File: config.mk
export PLATFORM = sky130hd
export DESIGN_NAME = pipeline_sequencer
export DESIGN_NICKNAME = d
export VERILOG_FILES = /design/src/rtl/pipeline_seq_pkg.sv /design/src/rtl/pipeline_sequencer_load_use_detect.sv /design/src/rtl/pipeline_sequencer.sv
export SDC_FILE = /design/constraint.sdc
export NUM_CORES = 1
export LEC_CHECK = 0
export ABC_CLOCK_PERIOD_IN_PS = 2280
export CAP_MARGIN = 20
export CORE_AREA = 2 2 39 41
export CTS_BUF_LIST = sky130_fd_sc_hd__clkbuf_4 sky130_fd_sc_hd__clkbuf_8
export CTS_CLUSTER_DIAMETER = 60
export DETAILED_ROUTE_END_ITERATION = 10
export DIE_AREA = 0 0 41 43
export PLACE_DENSITY_LB_ADDON = 0.15
export SYNTH_ARGS = -nofsm -noshare
export SYNTH_HDL_FRONTEND = slang
export SYNTH_HIERARCHICAL = 1
export SYNTH_SLANG_ARGS = --single-unit
export TNS_END_PERCENT = 1
File: constraint.sdc
create_clock -name clk -period 2.28 [get_ports clk]
set_clock_uncertainty 0.1 [all_clocks]
set_input_delay 0.456 -clock clk [delete_from_list [all_inputs] [get_ports clk]]
set_output_delay 0.456 -clock clk [all_outputs]
set_load 0.005 [all_outputs]
File: src/rtl/pipeline_seq_pkg.sv
// Shared types and default sizing for the decode-stage stall/flush sequencer.
package pipeline_seq_pkg;

   typedef enum logic {
      IDLE  = 1'b0,
      ISSUE = 1'b1
   } seq_state_e;

   localparam int PASS_W_DEF = 2;
   localparam int REG_W_DEF  = 3;

endpackage

File: src/rtl/pipeline_sequencer_load_use_detect.sv
// Combinational load-use hazard compare between the decode sources and the execute load.
module load_use_detect
   import pipeline_seq_pkg::*;
#(
   parameter int REG_W = REG_W_DEF
) (
   input  logic [REG_W-1:0] ra1_d,
   input  logic [REG_W-1:0] ra2_d,
   input  logic [REG_W-1:0] wa3_e,
   input  logic             reg_write_e,
   input  logic             mem_to_reg_e,
   output logic             load_use
);

   assign load_use = reg_write_e & mem_to_reg_e & ((wa3_e == ra1_d) | (wa3_e == ra2_d));

endmodule

File: src/rtl/pipeline_sequencer.sv
// Decode-stage stall/flush sequencer with multi-pass re-issue.
// Optional stall-cycle counter enabled by defining PIPELINE_SEQ_PERF_EN.
module pipeline_sequencer
   import pipeline_seq_pkg::*;
#(
   parameter int PASS_W = PASS_W_DEF,
   parameter int REG_W  = REG_W_DEF
) (
   input  logic              clk,
   input  logic              reset,
   input  logic              StuckD,
   input  logic [PASS_W-1:0] PassCountD,
   input  logic [REG_W-1:0]  RA1D,
   input  logic [REG_W-1:0]  RA2D,
   input  logic [REG_W-1:0]  WA3E,
   input  logic              RegWriteE,
   input  logic              MemtoRegE,
   input  logic              BranchTakenE,
   output logic              StallF,
   output logic              StallD,
   output logic              FlushD,
   output logic              FlushE,
   output logic [PASS_W-1:0] PassIdx,
   output logic              LastPass,
`ifdef PIPELINE_SEQ_PERF_EN
   output logic [31:0]       StallCycles,
`endif
   output logic              Busy
);

   seq_state_e        state_reg, state_next;
   logic [PASS_W-1:0] cnt_reg, cnt_next;
   logic [PASS_W-1:0] tot_reg, tot_next;
   logic              load_use;
   logic              stall, flush_d, flush_e, last_pass, busy;
   logic [PASS_W-1:0] pass_idx;

   load_use_detect #(.REG_W(REG_W)) u_load_use_detect (
      .ra1_d        (RA1D),
      .ra2_d        (RA2D),
      .wa3_e        (WA3E),
      .reg_write_e  (RegWriteE),
      .mem_to_reg_e (MemtoRegE),
      .load_use     (load_use)
   );

   always_ff @(posedge clk) begin
      if (reset) begin
         state_reg <= IDLE;
         cnt_reg   <= '0;
         tot_reg   <= '0;
      end else begin
         state_reg <= state_next;
         cnt_reg   <= cnt_next;
         tot_reg   <= tot_next;
      end
   end

   always_comb begin
      state_next = state_reg;
      cnt_next   = cnt_reg;
      tot_next   = tot_reg;
      stall      = 1'b0;
      flush_d    = 1'b0;
      flush_e    = 1'b0;
      pass_idx   = '0;
      last_pass  = 1'b1;
      busy       = 1'b0;
      case (state_reg)
         IDLE: begin
            if (BranchTakenE) begin
               flush_d = 1'b1;
               flush_e = 1'b1;
            end else if (load_use) begin
               // Bubble first; a pending multi-pass start waits one cycle.
               stall   = 1'b1;
               flush_e = 1'b1;
            end else if (StuckD && (PassCountD != '0)) begin
               stall      = 1'b1;
               last_pass  = 1'b0;
               tot_next   = PassCountD;
               cnt_next   = PASS_W'(1);
               state_next = ISSUE;
            end
         end
         ISSUE: begin
            pass_idx = cnt_reg;
            busy     = 1'b1;
            if (BranchTakenE) begin
               flush_d    = 1'b1;
               flush_e    = 1'b1;
               last_pass  = 1'b0;
               cnt_next   = '0;
               state_next = IDLE;
            end else if (cnt_reg != tot_reg) begin
               stall     = 1'b1;
               last_pass = 1'b0;
               cnt_next  = cnt_reg + PASS_W'(1);
            end else begin
               cnt_next   = '0;
               state_next = IDLE;
            end
         end
         default: state_next = IDLE;
      endcase
      // Outputs read as idle for the whole reset cycle, whatever the state.
      if (reset) begin
         stall     = 1'b0;
         flush_d   = 1'b0;
         flush_e   = 1'b0;
         pass_idx  = '0;
         last_pass = 1'b1;
         busy      = 1'b0;
      end
   end

   assign StallF   = stall;
   assign StallD   = stall;
   assign FlushD   = flush_d;
   assign FlushE   = flush_e;
   assign PassIdx  = pass_idx;
   assign LastPass = last_pass;
   assign Busy     = busy;

`ifdef PIPELINE_SEQ_PERF_EN
   logic [31:0] stall_cycles_reg;

   always_ff @(posedge clk) begin
      if (reset) begin
         stall_cycles_reg <= '0;
      end else if (stall && (stall_cycles_reg != 32'hFFFF_FFFF)) begin
         stall_cycles_reg <= stall_cycles_reg + 32'd1;
      end
   end

   assign StallCycles = stall_cycles_reg;
`endif

endmodule

-- Word level (Yosys, flattened, before mapping)
Cells that the tools add are included.
- flip-flop bits (word level): 5
- word-level logic and storage cells: 53
- bits of input ports: 17
- output and inout port bits: 8
- mux-type cells: 33
- reductions and logical operators: 4
- equal/unequal tests: 6
- bitwise gates (word level): 6
- $add $sub $neg: 1
- operators with widths (operator ; number):
    2-to-1 mux 1 bit ; 21
    2-to-1 mux 2 bit ; 7
    one-hot mux 1 bit (2 select lines) ; 4
    == test 3 bit ; 2
    inequality test 2 bit (second input constant) ; 3
    one-hot mux 2 bit (2 select lines) ; 1
    AND reduction 4 bit ; 1
    inverter 1 bit ; 3
    AND reduction 3 bit ; 1
    adder 2 x 1 -> 2 bit (second input constant) ; 1
    bitwise AND 1 bit ; 2
    inequality test 2 bit ; 1
    nonzero test 2 bit ; 1
    logical AND 1 bit ; 1
    bitwise OR 1 bit ; 1

-- Logic depth before layout (Yosys ltp)
Gate-level depths: netlist of the first run.
- word-level depth: 7
- depth in mapped cells: 6
- mapped depth without buffers: 6

-- Modules after synthesis
The synthesis of the first run kept the hierarchy.
- by module, submodules not included (module ; sequential area each (um^2) ; instances ; cells an instance ; area an instance (um^2)):
    pipeline_sequencer ; 100.1 ; 1 ; 46 ; 375.4
    load_use_detect ; 0.0 ; 1 ; 10 ; 71.3

-- Worst setup path before layout of the first run
OpenSTA, ideal clock, no wires.
- path kind: input to output
- start: in WA3E[0]
- end: out StallF
- arrival time: 1.448 ns
- path slack: 0.276 ns
- path buffers: 1
- data required time: 1.724 ns
- cell stages on the path: 6
- path through: xnor2_1 > nand3_1 > a21oi_1 > nor3_1 > nor4_2 > buf_4
- cells in the longest elaborated chain, start to end: 7
- elaborated cells between the ends (all ways): 8
- classes of those cells: eq/ne (2); mux (4); bitwise (2)
- ends and longest elaborated chain (item ; RTL line ; RTL):
    start, declared ; pipeline_sequencer.sv:15 ; input logic [REG_W-1:0] WA3E,
    == test 3 bit ; pipeline_sequencer_load_use_detect.sv:15 ; assign load_use = reg_write_e & mem_to_reg_e & ((wa3_e == ra1_d) | (wa3_e == ra2_d));
    bitwise OR 1 bit * ; pipeline_sequencer_load_use_detect.sv:15 ;
    bitwise AND 1 bit * ; pipeline_sequencer_load_use_detect.sv:15 ;
    net load_use ; pipeline_sequencer.sv:34 ; logic load_use;
    2-to-1 mux 1 bit * ; pipeline_sequencer.sv:74 ; end else if (load_use) begin
    2-to-1 mux 1 bit * ; pipeline_sequencer.sv:71 ; if (BranchTakenE) begin
    one-hot mux 1 bit (2 select lines) * ; pipeline_sequencer.sv:69 ; case (state_reg)
    2-to-1 mux 1 bit * ; pipeline_sequencer.sv:107 ; if (reset) begin
    end, declared ; pipeline_sequencer.sv:19 ; output logic StallF,
The timed path passes the listed nets; every way through them passes the cells marked *.

-- Worst setup path after layout of the first run
- start: in WA3E[2]
- end: out StallD
- cells in the longest elaborated chain, start to end: 7
- elaborated cells between the ends (all ways): 8
- classes of those cells: eq/ne (2); mux (4); bitwise (2)
- ends and longest elaborated chain (item ; RTL line ; RTL):
    == test 3 bit ; pipeline_sequencer_load_use_detect.sv:15 ;
    bitwise OR 1 bit * ; pipeline_sequencer_load_use_detect.sv:15 ;
    bitwise AND 1 bit * ; pipeline_sequencer_load_use_detect.sv:15 ;
    net load_use ; pipeline_sequencer.sv:34 ;
    2-to-1 mux 1 bit * ; pipeline_sequencer.sv:74 ;
    2-to-1 mux 1 bit * ; pipeline_sequencer.sv:71 ;
    one-hot mux 1 bit (2 select lines) * ; pipeline_sequencer.sv:69 ;
    2-to-1 mux 1 bit * ; pipeline_sequencer.sv:107 ;
    end, declared ; pipeline_sequencer.sv:20 ; output logic StallD,
Marked as above.

==> results.tsv, run 1 <==
stage	metric	value	unit
setup_path	CP max stage cell	clkdlybuf4s15_2	
power	Final Power	0.314	mW
synthesis	synthesized area per cell	7.98	sq um
setup_path	RR Startpoint	state_reg$_SDFF_PP0_	
drt	wire length on met3	65	um
floorplan	core area	1380	sq um
worst_hold_path	hold path start	tot_reg[0]$_SDFFE_PP0P_	
synthesis	Synth Cell Area	447	sq um
clock_network	Root Driver	clkbuf_4	
drt	1st-pass router iterations	3	
clock_network	Sink Count	5	
clock_network	total CTS buffers	3	
drt	DR WL met2	627	um
setup_path	delay of the slowest critical-path stage	0.20	ns
placed_design	Detailed Place HPWL	1030	um
setup_path	crit-path max FO	3	
clock_network	hold-fix buffer count after cts	0	
synthesis	Netlist cell types	26	
clock_network	Skew-Pair Late Insertion Delay	0.23	ns
setup_path	CP Data Required Time	1.72	ns
floorplan	Die Width	41	um
timing	worst-margin pin slew	0.276	ns
synthesis	register area share after synthesis	22.4	%
clock_network	H-tree levels	1	
timing	Final period util	94.2	%
setup_path	Critical Path End Type	output port	
setup_path	CP Cell Sequence	clkdlybuf4s15_2, xnor2_1, nand3_1, a21oi_2, buf_4, nor3_2, nor4_2, buf_2	
run_status	outcome	complete, no violations	
setup_path	CP Launch Type	input port	
drt	max layer used	met3	
floorplan	starting density of the core	32.3	%
drt	Met1 Routed Length	591	um
synthesis	Mapped Nets	73	
clock_network	CTS clk-pin slew, worst paths	0.04	ns
setup_path	Setup CP Type	in2out	
clock_network	CTS Buffer Depth	2	
worst_hold_path	worst min-delay path class	reg2reg	
timing	Rel. slew slack	81.3	%
floorplan	row cnt	14	
global_route	initial antenna violation count	0	
timing	Final Slew Violations	0	
timing	hold slack final	0.421	ns
drt	drt wl/cell	11.7	um
timing	Final Setup Violations	0	
setup_path	Worst Setup SP	WA3E[2]	
placed_design	dpl cell area	766	sq um
synthesis	Cells after Synth	56	
cells_and_area	fin util	58.5	%
timing	setup TNS	0	ns
timing	f_max	0.465	GHz
run	max_cap viols	0	
drt	DRT Wirelength	1280	um
global_route	largest net degree at the start of global routing	9	
floorplan	die height	43	um
power	Lkg Pwr	0.358	nW
drt	DRT iter0 DRCs	5	
drt	Vias	543	
drt	antenna viol nets, final	0	
cells_and_area	layout cell share with drive strength beyond 1	35.1	%
synthesis	post-synthesis register bit count	5	
drt	drc violations	0	
timing	post-route minimum period	2.15	ns
timing	Fin. Hold Viols	0	
floorplan	full die area	1760	sq um
cells_and_area	Ant. Diodes	0	
floorplan	# IOs	25	
cells_and_area	area added between synthesis and finish	81.2	%
clock_network	CTS tree	done	
cells_and_area	fin area	810	sq um
placed_design	GPL Wtd Cong	0.797	
timing	RSZ-0062 raised after global routing	yes	
power	Power Density	388	nW/um^2
drt	vias per cell	4.94	
power	Peak VDD IR	0.243	mV
global_route	gr ovfl total	0	
placed_design	IO buf count	24	
global_route	first-pass GRT wire length	2080	um
global_route	Total GRT Usage	16.8	%
synthesis	yosys warns	6	
cells_and_area	Layout Nets	112	
setup_path	CP arrival	1.59	ns
global_route	vias in the first global route	527	
## worst max-delay path, delay by kind of cell
family | cells | cell delay [ns]
AO/OA/AOI/OAI | 1 | 0.19
AND/OR/NAND/NOR | 3 | 0.32
buffers and inverters | 3 | 0.50
XOR/XNOR | 1 | 0.14
## kinds of logic (layout without fill, tap and decap cells)
kind of cell           count (synthesis)  in the layout  synth area share [%]
AO/OA/AOI/OAI                         19             19                  29.7
AND/OR/NAND/NOR                       17             17                  21.0
XOR/XNOR                               8              8                  19.0
buffers and inverters                  7             45                  7.84
flip-flops                             5              5                  22.4
## cells in the final DEF (no fill, tap or decap), types with 2 or more instances in the layout
| cell | synthesis | layout |
|---|---|---|
| nor2_1 | 3 | 3 |
| xor2_2 | 2 | 2 |
| buf_4 | 2 | 14 |
| clkdlybuf4s50_1 | 0 | 4 |
| inv_1 | 3 | 3 |
| dlymetal6s2s_1 | 0 | 2 |
| o2111ai_1 | 2 | 2 |
| clkdlybuf4s15_1 | 0 | 6 |
| a21oi_1 | 6 | 5 |
| nor2b_1 | 2 | 2 |
| xnor2_1 | 6 | 5 |
| o41ai_1 | 2 | 2 |
| dfxtp_1 | 5 | 5 |
| nor3_1 | 4 | 3 |
| nand3_1 | 3 | 3 |
| clkbuf_4 | 0 | 4 |
| buf_2 | 1 | 4 |
| nand4_1 | 2 | 2 |
| dlygate4sd2_1 | 0 | 6 |
| o21ai_0 | 2 | 2 |
## path summary, 6_finish.rpt
kind / slack [ns] / end / cells after the start
max: 0.13 / StallD / 8
min: 0.42 / tot_reg[0]$_SDFFE_PP0P_ / 2
max reg2reg: 1.10 / cnt_reg[1]$_SDFFE_PP0P_ / 4
min reg2reg: 0.42 / tot_reg[0]$_SDFFE_PP0P_ / 2
## timing repair
item | 4_1_cts | 5_1_grt
pin swaps | 10 | 7
gates resized for setup | 40 | 6
endpoints found under the setup margin | 7 | 5
buffers inserted | 3 | 0
## routing by layer
layer	track usage, %	vias to the layer above
met4	4.00	0
met3	4.71	0
met5	0	-
met2	26.9	12
met1	21.2	247
li1	-	284
## final cells by class
class / count / area [sq um]
Clock buffer: 4 / 30.0
Multi-Input combinational cell: 44 / 329
Sequential cell: 5 / 100
Tap cell: 16 / 20.0
Timing Repair Buffer: 38 / 319
Inverter: 3 / 11.3
Fill cell: 143 / 574
## metrics by stage
step / std cells / worst slack (ns)
after floorplan: 56 / 0.276
after global placement: 103 / -0.583
after detailed placement: 103 / -0.664
after CTS: 110 / -0.0142
after global routing: 110 / -0.00386
final: 110 / 0.132
## synthesized netlist by cell type
cell type	n	area (sq um)
nor3_1	4	20.0
o21ai_1	1	5.00
o2111ai_1	2	17.5
a211o_1	1	8.76
xnor2_1	6	52.6
xor2_2	2	32.5
nor4_2	1	12.5
buf_1	1	3.75
buf_4	2	15.0
o41ai_1	2	17.5
o31ai_1	1	7.51
inv_1	3	11.3
nand2_1	1	3.75
a221oi_2	1	15.0
nor2_1	3	11.3
nor2_2	1	6.26
nand4_1	2	12.5
buf_2	1	5.00
nor2b_1	2	12.5
a21o_1	1	7.51
nand3_1	3	15.0
dfxtp_1	5	100
a31oi_1	1	6.26
o21ai_0	2	10.0
o21a_1	1	7.51
a21oi_1	6	30.0
## power by group
part	internal, mW	switching, mW
Clock	0.0777	0.0307
Sequential	0.0924	0.00552
Combinational	0.0613	0.0466
Total	0.231	0.0828
(Power assumes the default switching activity.)
==> run 2, diff against run 1 <==
CORE_AREA = 5 5 42 44   (was 2 2 39 41)
DIE_AREA = 0 0 47 49   (was 0 0 41 43)
SYNTH_HIERARCHICAL = not set   (was 1)
==> run 2 against run 1 <==
The flow now finishes with violations (negative setup slack). Clock-buffer cell count is the same. Cell count grew 5.5%. Worst setup slack lost 0.27 ns. Combinational power is essentially flat. Sequential power shrank 3.8%. Largest cell class unchanged. Largest power group unchanged. Highest routed layer is now met4.
==> results.tsv, run 2 <==
stage	metric	value	unit	change
run_status	outcome	complete, but fails checks		
cells_and_area	Ant. Diodes	0		unchanged
cells_and_area	commonest non-fill, non-tap cells in the layout	buf_4, buf_2, clkdlybuf4s50_1, xor2_1		
setup_path	CP Data Required Time	1.72	ns	about the same
clock_network	hold-fix buffer count after cts	0		unchanged
synthesis	Synth Cell Area	438	sq um	-2.0%
synthesis	ys flop type	dfxtp_1		
synthesis	post-synth top area share	22.9	%	+0.45 points
floorplan	Die Width	47	um	+15%
power	Peak VDD IR	0.261	mV	+7.2%
floorplan	core area	1400	sq um	+1.3%
synthesis	register area share after synthesis	22.9	%	+0.45 points
power	Power Density	364	nW/um^2	-6.3%
clock_network	CTS Buffer Depth	2		unchanged
synthesis	post-synthesis register bit count	5		unchanged
setup_path	CP arrival	1.86	ns	+0.27 ns
placed_design	Detailed Place HPWL	1060	um	+3.5%
timing	Rel. slew slack	76.3	%	-5.1 points
drt	antenna viol nets, final	0		unchanged
run	max_cap viols	0		unchanged
setup_path	CP Launch Type	input port		
drt	1st-pass router iterations	4		+1
drt	DRT Wirelength	1280	um	-0.31%
synthesis	synth top area cells	dfxtp_1, xor2_1, o21ai_0		
floorplan	# IOs	25		unchanged
cells_and_area	area added between synthesis and finish	98.3	%	
clock_network	Sink Count	5		unchanged
global_route	first-pass GRT wire length	2090	um	+0.67%
setup_path	Setup CP Type	in2out		
synthesis	most instantiated cells after synthesis	xor2_1, dfxtp_1, o21ai_0		
cells_and_area	Finished Layout Cells	116		+5.5%
timing	f_max	0.414	GHz	-11%
drt	drc violations	0		unchanged
setup_path	crit-path max FO	2		-1
synthesis	count leader, synth	xor2_1		
synthesis	synthesized area per cell	7.96	sq um	-0.18%
timing	Fin. Hold Viols	0		unchanged
setup_path	CP Cell Sequence	buf_6, xor2_1, or4_4, and4b_1, a2111oi_4, buf_2		
synthesis	Cells after Synth	55		-1.8%
synthesis	Netlist cell types	26		unchanged
placed_design	IO buf count	24		unchanged
global_route	Total GRT Usage	12.3	%	-4.5 points
clock_network	CTS tree	done		
setup_path	Critical Path End Type	output port		
timing	post-route minimum period	2.41	ns	+0.266 ns
clock_network	H-tree levels	1		unchanged
global_route	vias in the first global route	523		-0.76%
synthesis	Post-synth ARST share	0	%	unchanged
power	Lkg Pwr	0.382	nW	+6.5%
floorplan	starting density of the core	31.3	%	-1.0 points
clock_network	CTS clk-pin slew, worst paths	0.04	ns	about the same
global_route	gr ovfl total	0		unchanged
floorplan	full die area	2300	sq um	+31%
drt	vias per cell	4.89		-0.98%
cells_and_area	layout cell share with drive strength beyond 1	45.0	%	+9.9 points
timing	setup slack after layout	-0.134	ns	-0.266 ns
timing	Final period util	106	%	+12 points
setup_path	CP max stage cell	or4_4		
synthesis	yosys warns	0		-6
timing	worst-margin pin slew	0.353	ns	+0.0770 ns
cells_and_area	Layout Nets	118		+5.4%
global_route	largest net degree at the start of global routing	10		+1
cells_and_area	most common cell after layout, fill and taps aside	buf_4		
drt	DRT iter0 DRCs	4		-1
placed_design	Placed Cells incl. Taps	106		+2.9%
timing	RSZ-0062 raised after global routing	yes		
worst_hold_path	worst min-delay path class	reg2reg		
floorplan	die height	49	um	+14%
setup_path	delay of the slowest critical-path stage	0.53	ns	+0.33 ns
clock_network	Skew-Pair Late Insertion Delay	0.23	ns	about the same
synthesis	number of synthesized flops with an enable pin	0		unchanged
synthesis	Mapped Nets	72		-1.4%
synthesis	Synth area leader	dfxtp_1		
clock_network	total CTS buffers	3		unchanged
drt	Vias	567		+4.4%
run_status	failing checks	negative setup slack		
global_route	initial antenna violation count	0		unchanged
placed_design	GPL Wtd Cong	0.752		-5.7%
timing	Final Setup Violations	2		+2
clock_network	Root Driver	clkbuf_4		
floorplan	row cnt	14		unchanged
drt	drt wl/cell	11.0	um	-5.5%
power	Final Power	0.316	mW	+0.52%
timing	Final Slew Violations	0		unchanged
-- run 2: changes by cell type after synthesis, moves of 3 or more --
| cell | previous run | this run |
|---|---|---|
| nor3_1 | 4 | 1 |
| xor2_1 | 0 | 8 |
| o21ai_0 | 2 | 5 |
| a21oi_1 | 6 | 2 |
| xnor2_1 | 6 | 0 |
| nand2b_1 | 0 | 3 |
| nor4_1 | 0 | 3 |
-- run 2: through the flow --
stage	worst slack [ns]	utilization (%)	setup TNS [ns]	hold WS [ns]	area (sq um)
global route	-0.170	62.0	-0.466	0.400	868
finish	-0.134	62.0	-0.267	0.381	868
floorplan	-0.111	-	-0.111	0.360	450
detailed placement	-0.981	57.1	-3.36	0.381	801
global placement	-0.950	57.1	-3.30	0.378	801
CTS	-0.137	62.0	-0.272	0.387	868
-- run 2: what timing repair did --
action	in CTS	in global routing
resized for setup	55	0
pin swaps	14	0
setup buffers	6	0
endpoints found under the setup margin	8	4
-- run 2: worst paths after layout --
check | startpoint | endpoint | slack, ns | cells after the start
max | WA3E[2] | StallD | -0.13 | 6
min | tot_reg[0]$_SDFFE_PP0P_ | tot_reg[0]$_SDFFE_PP0P_ | 0.38 | 2
max reg2reg | tot_reg[1]$_SDFFE_PP0P_ | cnt_reg[0]$_SDFFE_PP0P_ | 0.67 | 4
min reg2reg | tot_reg[0]$_SDFFE_PP0P_ | tot_reg[0]$_SDFFE_PP0P_ | 0.38 | 2
-- run 2: cells by family after synthesis --
family | after synthesis | synth area share [%]
flip-flops | 5 | 22.9
AO/OA/AOI/OAI | 15 | 23.4
XOR/XNOR | 8 | 16.0
AND/OR/NAND/NOR | 23 | 33.4
buffers and inverters | 4 | 4.29
-- run 2: per-layer routing --
metal	global-route usage [%]	vias up	share of wire [%]
li1	-	293	-
met1	13.9	256	37
met2	20.4	16	54
met3	3.32	2	7.9
met4	5.53	0	0.70
met5	0	-	0
-- run 2: power by group --
| part | total (mW) | leakage (nW) | switching (mW) | internal [mW] |
|---|---|---|---|---|
| Clock | 0.110 | 0.0184 | 0.0324 | 0.0778 |
| Sequential | 0.0942 | 0.0407 | 0.00247 | 0.0917 |
| Combinational | 0.111 | 0.322 | 0.0481 | 0.0633 |
-- run 2: area by class of cell --
cell class                      instances  area [sq um]
Timing Repair Buffer                   44           348
Inverter                                1          3.75
Multi-Input combinational cell         46           367
Clock buffer                            4          30.0
Fill cell                             137           533
Tap cell                               16          20.0
Sequential cell                         5           100
-- run 2: worst max-delay path, delay by kind of cell --
| family | cells | cell delay, ns |
|---|---|---|
| AOI/OAI and AO/OA | 1 | 0.20 |
| xor gates and xnor gates | 1 | 0.16 |
| buffers and inverters | 2 | 0.27 |
| and+or+nand+nor | 2 | 0.77 |
==> run 3, diff against run 2 <==
TNS_END_PERCENT = not set   (was 1)
==> run 3 against run 2 <==
The flow still finishes with violations (negative setup slack). Critical path type unchanged. Worst setup slack gained 0.021 ns. Sequential share of layout area shrank 0.16 points. Sequential power is essentially flat. Final area grew 1.4%.
==> results.tsv, run 3 (same netlist as run 2, synthesis figures left out) <==
stage	metric	value	unit	change
run_status	outcome	complete, but fails checks		
run_status	failing checks	negative setup slack		
global_route	first-pass GRT wire length	2120	um	+1.3%
drt	DRT Wirelength	1370	um	+6.8%
cells_and_area	layout cell share with drive strength beyond 1	51.0	%	+6.0 points
floorplan	core area	1400	sq um	unchanged
drt	vias per cell	5.04		+3.2%
cells_and_area	Ant. Diodes	0		unchanged
setup_path	CP Cell Sequence	buf_6, xor2_2, or4_4, and4b_1, a2111oi_4, buf_2		
placed_design	Detailed Place HPWL	1060	um	unchanged
placed_design	GPL Wtd Cong	0.752		unchanged
setup_path	Setup CP Type	in2out		
floorplan	row cnt	14		unchanged
timing	RSZ-0062 raised after global routing	yes		
clock_network	Skew-Pair Late Insertion Delay	0.23	ns	about the same
clock_network	total CTS buffers	3		unchanged
cells_and_area	Finished Layout Cells	118		+1.7%
cells_and_area	commonest non-fill, non-tap cells in the layout	buf_4, buf_2, clkdlybuf4s50_1, xor2_1, dfxtp_1		
power	Peak VDD IR	0.268	mV	+2.9%
placed_design	dpl cell area	801	sq um	unchanged
floorplan	die height	49	um	unchanged
clock_network	H-tree levels	1		unchanged
drt	drt wl/cell	11.6	um	+5.0%
drt	antenna viol nets, final	0		unchanged
setup_path	CP Data Required Time	1.72	ns	about the same
drt	drc violations	0		unchanged
setup_path	CP max stage cell	or4_4		
clock_network	CTS clk-pin slew, worst paths	0.04	ns	about the same
cells_and_area	# fillers	133		-2.9%
power	Power Density	365	nW/um^2	+0.45%
run	max_cap viols	0		unchanged
cells_and_area	Layout Nets	120		+1.7%
placed_design	Placed Cells incl. Taps	106		unchanged
floorplan	full die area	2300	sq um	unchanged
clock_network	Sink Count	5		unchanged
global_route	Total GRT Usage	12.5	%	+0.21 points
setup_path	CP arrival	1.84	ns	-0.02 ns
placed_design	IO buf count	24		unchanged
cells_and_area	most common cell after layout, fill and taps aside	buf_4		
timing	Final Setup Violations	2		unchanged
floorplan	Die Width	47	um	unchanged
timing	Rel. slew slack	73.8	%	-2.5 points
timing	worst-margin pin slew	0.390	ns	+0.0365 ns
floorplan	# IOs	25		unchanged
timing	setup slack after layout	-0.113	ns	+0.0209 ns
cells_and_area	area added between synthesis and finish	101	%	
setup_path	delay of the slowest critical-path stage	0.51	ns	-0.02 ns
clock_network	CTS tree	done		
setup_path	Critical Path End Type	output port		
clock_network	Root Driver	clkbuf_4		
drt	1st-pass router iterations	3		-1
timing	post-route minimum period	2.39	ns	-0.0209 ns
global_route	initial antenna violation count	0		unchanged
cells_and_area	fin area	881	sq um	+1.4%
timing	Fin. Hold Viols	0		unchanged
timing	f_max	0.418	GHz	+0.87%
global_route	largest net degree at the start of global routing	10		unchanged
drt	Vias	595		+4.9%
setup_path	crit-path max FO	2		unchanged
clock_network	CTS Buffer Depth	2		unchanged
power	Final Power	0.322	mW	+1.9%
clock_network	hold-fix buffer count after cts	0		unchanged
power	Lkg Pwr	0.392	nW	+2.7%
global_route	vias in the first global route	536		+2.5%
timing	Final period util	105	%	-0.91 points
setup_path	CP Launch Type	input port		
worst_hold_path	worst min-delay path class	reg2reg		
global_route	gr ovfl total	0		unchanged
drt	DRT iter0 DRCs	6		+2
floorplan	starting density of the core	31.3	%	unchanged
timing	Final Slew Violations	0		unchanged
[run 3: critical path, delay by kind of cell]
kind                   cells  cell delay, ns
AND/OR/NAND/NOR            2            0.75
buffers and inverters      2            0.26
AO/OA/AOI/OAI              1            0.20
XOR/XNOR                   1            0.16
[run 3: final timing paths]
path | slack [ns] | startpoint | end | cells after the start
max | -0.11 | RA1D[0] | StallD | 6
min | 0.38 | tot_reg[0]$_SDFFE_PP0P_ | tot_reg[0]$_SDFFE_PP0P_ | 2
max reg2reg | 0.67 | tot_reg[1]$_SDFFE_PP0P_ | cnt_reg[0]$_SDFFE_PP0P_ | 4
min reg2reg | 0.38 | tot_reg[0]$_SDFFE_PP0P_ | tot_reg[0]$_SDFFE_PP0P_ | 2
[run 3: final cells by class]
type | count | area (sq um) | share of cell area (%)
repair buffers | 46 | 353 | 40.1
inverters | 1 | 3.75 | 0.426
flip-flops and latches | 5 | 100 | 11.4
clock buffers | 4 | 30.0 | 3.41
well taps | 16 | 20.0 | 2.27
multi-input cells | 46 | 374 | 42.5
[run 3: timing repair]
| item | CTS | global route |
|---|---|---|
| setup endpoints to repair | 8 | 4 |
| setup buffers | 7 | 1 |
| pin swaps | 14 | 2 |
| resized for setup | 58 | 10 |
[run 3: routing by layer]
layer	track usage, %	wire [um]
met2	20.1	736
met3	3.69	110
met4	7.37	31
met5	0	0
met1	13.7	487
[run 3: per-stage QoR]
step	TNS, ns	setup slack (ns)	hold slack, ns	util [%]
after floorplan	-0.111	-0.111	0.360	-
after global placement	-3.30	-0.950	0.378	57.1
after detailed placement	-3.36	-0.981	0.381	57.1
after CTS	-0.272	-0.137	0.387	62.2
after global routing	-0.372	-0.144	0.400	62.9
final	-0.225	-0.113	0.383	62.9
[run 3: report_power, final]
part / switching (mW) / internal, mW / total [mW]
logic: 0.0500 / 0.0667 / 0.117
clock network: 0.0330 / 0.0778 / 0.111
registers: 0.00248 / 0.0917 / 0.0942
